--- src/rtl/in_mem_loader.sv ---
// rtl/in_mem_loader.sv - 16x32 message block loader feeding the SHA-256 control block
// Host fills the buffer over valid/ready; the buffer stays locked until hash_done.
module in_mem_loader #(
  parameter int WORD_W = 32,
  parameter int DEPTH  = 16,
  parameter int ADDR_W = 4
) (
  input  logic              cnt,
  input  logic              reset,
  input  logic [WORD_W-1:0] wr_data,
  input  logic              wr_valid,
  output logic              wr_ready,
  input  logic [ADDR_W-1:0] in_mem_addr,
  output logic [WORD_W-1:0] rd_data,
  output logic              block_ready,
  output logic              start,
  input  logic              hash_done,
  output logic [ADDR_W:0]   word_cnt
);

  typedef enum logic {
    S_FILL = 1'b0,
    S_FULL = 1'b1
  } state_e;

  localparam logic [ADDR_W-1:0] LAST_PTR = ADDR_W'(DEPTH - 1);

  state_e              state_q;
  logic [ADDR_W-1:0]   wr_ptr_q;
  logic [ADDR_W:0]     word_cnt_q;
  logic                start_q;
  logic [WORD_W-1:0]   mem_q [DEPTH];
  logic                accept_d;

  assign accept_d = (state_q == S_FILL) && wr_valid;

  always_ff @(posedge cnt or negedge reset) begin
    if (!reset) begin
      state_q    <= S_FILL;
      wr_ptr_q   <= '0;
      word_cnt_q <= '0;
      start_q    <= 1'b0;
    end else begin
      start_q <= 1'b0;
      case (state_q)
        S_FILL: begin
          if (wr_valid) begin
            word_cnt_q <= word_cnt_q + 1'b1;
            if (wr_ptr_q == LAST_PTR) begin
              wr_ptr_q <= '0;
              state_q  <= S_FULL;
              start_q  <= 1'b1;
            end else begin
              wr_ptr_q <= wr_ptr_q + 1'b1;
            end
          end
        end
        S_FULL: begin
          // Release only; the buffer is overwritten word by word by the next block.
          if (hash_done) begin
            state_q    <= S_FILL;
            word_cnt_q <= '0;
          end
        end
        default: state_q <= S_FILL;
      endcase
    end
  end

  always_ff @(posedge cnt or negedge reset) begin
    if (!reset) begin
      for (int i = 0; i < DEPTH; i++) begin
        mem_q[i] <= '0;
      end
    end else if (accept_d) begin
      mem_q[wr_ptr_q] <= wr_data;
    end
  end

  assign rd_data     = mem_q[in_mem_addr];
  assign wr_ready    = (state_q == S_FILL);
  assign block_ready = (state_q == S_FULL);
  assign start       = start_q;
  assign word_cnt    = word_cnt_q;

endmodule

--- config.mk ---
export PLATFORM = sky130hd
export DESIGN_NAME = in_mem_loader
export DESIGN_NICKNAME = d
export VERILOG_FILES = /design/src/rtl/in_mem_loader.sv
export SDC_FILE = /design/constraint.sdc
export NUM_CORES = 1
export LEC_CHECK = 0
export ABC_AREA = 1
export CAP_MARGIN = 5
export CORE_MARGIN = 8
export CORE_UTILIZATION = 30
export CTS_BUF_LIST = sky130_fd_sc_hd__clkbuf_4 sky130_fd_sc_hd__clkbuf_8
export CTS_CLUSTER_SIZE = 14
export DETAILED_ROUTE_END_ITERATION = 7
export PLACE_DENSITY = 0.48
export SETUP_SLACK_MARGIN = 0.2
export SKIP_LAST_GASP = 1
export SLEW_MARGIN = 20
export SYNTH_ARGS = -nofsm -noshare
export SYNTH_HDL_FRONTEND = slang
export SYNTH_SLANG_ARGS = --single-unit
--- constraint.sdc ---
create_clock -name cnt -period 1.5 [get_ports cnt]
set_input_delay 0.15 -clock cnt [delete_from_list [all_inputs] [get_ports cnt]]
set_output_delay 0.15 -clock cnt [all_outputs]
set_load 0.005 [all_outputs]
# Word level (Yosys, flattened, before mapping)
# Index checks and enable logic that the tools add are counted.
dict set report classes {
  add_sub_neg 2
  n_mul 0
  div_mod_pow 0
  magnitude_cmp 3
  eq_ne 3
  n_shift 0
  muxes 15
  bitwise 3
  n_reduce_logical 4
}
# cell count
set ops {}
lappend ops {{$bwmux W512} 1}
lappend ops {{$bmux W32 S4} 1}
lappend ops {{$demux W32 S4} 1}
lappend ops {{$mux W32} 3}
lappend ops {{$ge A5 B5 Y1 const B} 2}
lappend ops {{$mux W5} 2}
lappend ops {{$not A4 Y5} 2}
lappend ops {{$pmux W5 S2} 1}
lappend ops {{$add A5 B1 Y5 const B} 1}
lappend ops {{$lt A5 B1 Y1 const B} 1}
lappend ops {{$add A4 B1 Y4 const B} 1}
lappend ops {{$eq A4 B4 Y1 const B} 1}
lappend ops {{$mux W1} 4}
lappend ops {{$mux W4} 1}
lappend ops {{$ne A2 B2 Y1 const B} 2}
lappend ops {{$reduce_and A2 Y1} 2}
lappend ops {{$logic_and A1 B1 Y1} 2}
lappend ops {{$pmux W1 S2} 1}
lappend ops {{$not A1 Y1} 1}
dict set report word_totals {
  ff_bits 523
  latchBits 0
  mem_bits_rw 0
  mem_bits_ro 0
  inputBits 40
  out_inout_bits 40
  wordCells 50
  memories 0
}

# Longest topological paths before layout
dict set report logic_depth {
  ltp_word 6
  mapped_depth 10
}

# Worst setup path after synthesis
# OpenSTA, ideal clock, no wires.
dict set report synth_timing {
  path_type {register to register}
  startpoint {register wr_ptr_q[0]}
  endpoint {register mem_q[109] (netlist name)}
  t_arrival_ps 1344
  required_ps 1370
  setup_slack_ps 26
  stages_incl_launch_ff 9
  path_buffers 1
  path_cell_list {dfrtp_1 > inv_1 > ha_1 > nand2_4 > inv_1 > nand3_2 > clkbuf_1 > nand2_1 > o21ai_0}
}
dict set report synth_between {
  elab_chain_cells 6
  word_cells_on_any_way 7
  cone_classes {order compare: 2; mux: 3; bitwise: 1; reduce/logical: 1}
}
# element line_no
set synth_rtl {}
lappend synth_rtl {{from (decl)} 29} ;# logic [ADDR_W-1:0] wr_ptr_q;
lappend synth_rtl {{from (signal assigned)} 54} ;# wr_ptr_q <= wr_ptr_q + 1'b1;
lappend synth_rtl {{$not A4 Y5 (not written as such) *} 76} ;# mem_q[wr_ptr_q] <= wr_data;
lappend synth_rtl {{$ge A5 B5 Y1 (not written as such) or $lt A5 B1 Y1 (tied branches)} 76}
lappend synth_rtl {{$logic_and A1 B1 Y1 (not written as such)} 76}
lappend synth_rtl {{$mux W32 (not written as such)} 76}
lappend synth_rtl {{$demux W32 S4 *} 76}
lappend synth_rtl {{$bwmux W512 *} 76}
lappend synth_rtl {{to (signal, indexed assignment)} 76}
lappend synth_rtl {{to (decl)} 32} ;# logic [WORD_W-1:0] mem_q [DEPTH];
# Every way passes the cells marked *; elsewhere a longest branch is shown, timed or not.
# A chain may end at the register's enable or synchronous reset.

# Worst setup path in the final report
dict set report layout_timing {
  startpoint {register state_q, in the netlist block_ready}
  endpoint {register mem_q[183] (netlist name)}
}
dict set report layout_between {
  elab_chain_cells 2
}
# element line_no
set layout_rtl {}
lappend layout_rtl {{from (decl)} 28} ;# state_e state_q;
lappend layout_rtl {{from (signal assigned)} 39} ;# state_q <= S_FILL;
lappend layout_rtl {{from (signal assigned)} 51} ;# state_q <= S_FULL;
lappend layout_rtl {{from (signal assigned)} 61} ;# state_q <= S_FILL;
lappend layout_rtl {{$not A1 Y1 (no source line)} --}
lappend layout_rtl {{$logic_and A1 B1 Y1} 35} ;# assign accept_d = (state_q == S_FILL) && wr_valid;
# No other way between the ends.

==> out/results.tsv <==
metric	value	unit
status	finished with violations	
violations	setup timing	
finalSetupViolCount	553	
critical_path.top_delay_family	buffers and inverters	
synth_edf_count	0	
fill_cells	8314	
arrival	2.54	ns
area_growth	44.1	%
min-delay-start	hash_done	
max-cap-violations	0	
required	2.13	ns
gp_congestion	0.780	
die_area	0.0940	mm^2
vias	24000	
initial_core_util	30.3	%
worst_pin_slew	0.525	ns
grt_usage	19.9	%
critical_path.max_fanout	6	
clkSlewWorstSetupHoldPaths	0.06	ns
synth_top_cell_area_share	51.7	%
drcViolationCount	0	
htreeDepth	3	
clock_latency	0.73	ns
drive_above_1_share	30.0	%
final_util	43.6	%
r2r_slack	-0.41	ns
yosys_warnings	0	
core	0.0837	mm^2
path_common_cell	buf_6	
grt.busiest_layer	met2	
cpMaxStageDelayCell	dfrtp_1	
nets	3780	
grt.met1_usage	27.8	%
cts_tree	done	
ys_types	30	
synth_area_leaders	dfrtp_1 (52%), nand2_1 (17%), o21ai_0 (9.9%)	
slew_viol_final	0	
clock-sinks	523	
rsz0062_at_grt	yes	
crit_buf_inv	9	
met3_usage	3.82	%
worstPathCellList	buf_6 -> buf_6 -> inv_4 -> buf_6 -> nand2_8 -> inv_16 -> buf_8 -> nand2_8 -> nor2_4 -> buf_12 -> buf_8 -> buf_16 -> nand2_2 -> o21ai_1	
drt_iter0_markers	1950	
peakVddDrop	0.000642	V
io_pins	80	
ant_nets	0	
syn_area_per_cell	7.54	um^2
antenna_found_initial	7	
timing.hold.ws	0.0566	ns
grt_start_max_net_pins	80	
hold_violations	0	
fmax	0.524	GHz
startpoint_type	register	
root_buffer	clkbuf_8	
synth_area	0.0253	mm^2
die_w	307	um
port_buffers	79	
fin_worst_skew	0.0553	ns
worst_slack	-0.410	ns
drt-vias-per-instance	4.84	
r2r-start	block_ready	
synthesis.nets	3404	
grt_pass1_vias	22700	
maxSlewHeadroom	64.9	%
hpwl	53.4	mm
yosys_most_used_dff	dfrtp_1	
clock_path_buffers	3	
synth_seq_area_share	51.7	%
finalWirelength	102	mm
startpoint	block_ready	
p_leak	18.0	nW
cts_buffers	95	
worst_path_largest_cell_delay	0.40	ns
p_per_area	1730	mW/mm^2
routedWlPerCell	20.7	um
use_met2	31.8	%
syn-instance-count	3359	
worst-setup-path-type	register to register	
final.period_utilization	127	%
cp-end-kind	register	
grt_pass1_wl	145	mm
globalRouteOverflowTotal	0	
ys_ff_latch	523	
placementRows	106	
async_reset_ff_share	100	%
yosysTopAreaCell	dfrtp_1	
die_y	307	um
drtPass1Iterations	5	
hold_class	input port to register	
period_minus_slack	1.91	ns
[cells in the mapped netlist (2+ instances only)]
| library cell | instances |
|---|---|
| o21ai_0 | 501 |
| buf_2 | 66 |
| dfrtp_1 | 523 |
| clkbuf_1 | 122 |
| nand2_4 | 2 |
| buf_1 | 33 |
| nor2_8 | 4 |
| inv_2 | 3 |
| nand2_1 | 1121 |
| nand2_2 | 5 |
| nand3_1 | 425 |
| clkbuf_2 | 2 |
| buf_4 | 2 |
| buf_6 | 13 |
| o21ai_1 | 16 |
| nand3_2 | 4 |
| nand4_2 | 2 |
| nor2_2 | 2 |
| nand4_1 | 2 |
| inv_1 | 492 |
| ha_1 | 5 |
| nor2_1 | 4 |
| nor2_4 | 3 |
[kinds of logic after synthesis]
kind of cell               share of synthesized area [%]
AOI/OAI and AO/OA                                   10.3
xor gates and xnor gates                          0.0346
adders and majority gates                          0.247
buffers and inverters                               11.6
DFF                                                 51.7
and+or+nand+nor                                     26.2
[state kept, by name, indices dropped and copies added, names as in the netlist]
register,flops
wr_ptr_q,4
start,1
mem_q,512
word_cnt,5
block_ready,1
[final timing paths]
kind	to	depth (start not counted)
worst max register to register	mem_q[183]	14
worst max-delay path	mem_q[183]	14
worst min register to register	mem_q[79]	2
max in group asynchronous	word_cnt[4]	3
min in group asynchronous	mem_q[32]	3
worst min-delay path	block_ready	2
[final cells by class]
cell class | instances | area (um^2) | share of cell area, %
Sequential cell | 523 | 13100 | 35.8
Multi-Input combinational cell | 2102 | 11100 | 30.3
Timing Repair Buffer | 517 | 6860 | 18.8
Clock buffer | 157 | 1960 | 5.37
Inverter | 496 | 1900 | 5.22
Tap cell | 1134 | 1420 | 3.89
Clock inverter | 17 | 196 | 0.538
Antenna cell | 6 | 15.0 | 0.0411
[through the flow]
step,setup slack (ns),setup TNS [ns],power [mW],cell area [um^2],instances
finish,-0.410,-148.94,63.1,36500,4952
global route,-0.480,-192.78,67.6,36500,4947
CTS,-0.437,-145.68,60.3,34200,4855
detailed placement,-0.398,-89.96,41.6,29400,4552
global placement,-0.401,-80.10,41.3,29400,4552
floorplan,0.109,0,35.7,25900,3359
[routing by layer]
layer | wire (um) | vias up
li1 | - | 11300
met4 | 2620 | 0
met5 | 0 | -
met2 | 46900 | 739
met1 | 45800 | 11800
met3 | 7030 | 161
[layout by cell type, fill, tap and decap left out, drive strengths merged]
cell           count
dfrtp            523
clkbuf           178
nor2              13
clkinv            11
dlygate4sd3        2
ha                 5
inv              500
nand4              4
a32o               1
nand3            429
nor3b              1
bufbuf             2
diode              6
nor3               1
bufinv             2
o22ai              1
clkdlybuf4s50     34
buf              458
o21ai            517
or2                1
xor2               1
nand2           1128
[power by group]
part           switching (mW)  total (mW)  internal [mW]
logic                    13.2        24.2           11.0
registers                2.79        23.8           21.0
clock network            6.56        15.2           8.67
[timing repair]
action	CTS	global route
gates cloned	35	27
resized for setup	454	382
hold buffers	2	0
setup buffers	92	65
pin swaps	153	127
endpoints found under the hold margin	523	0
endpoints found under the setup margin	554	562
Power figures use the tool's default switching activity.
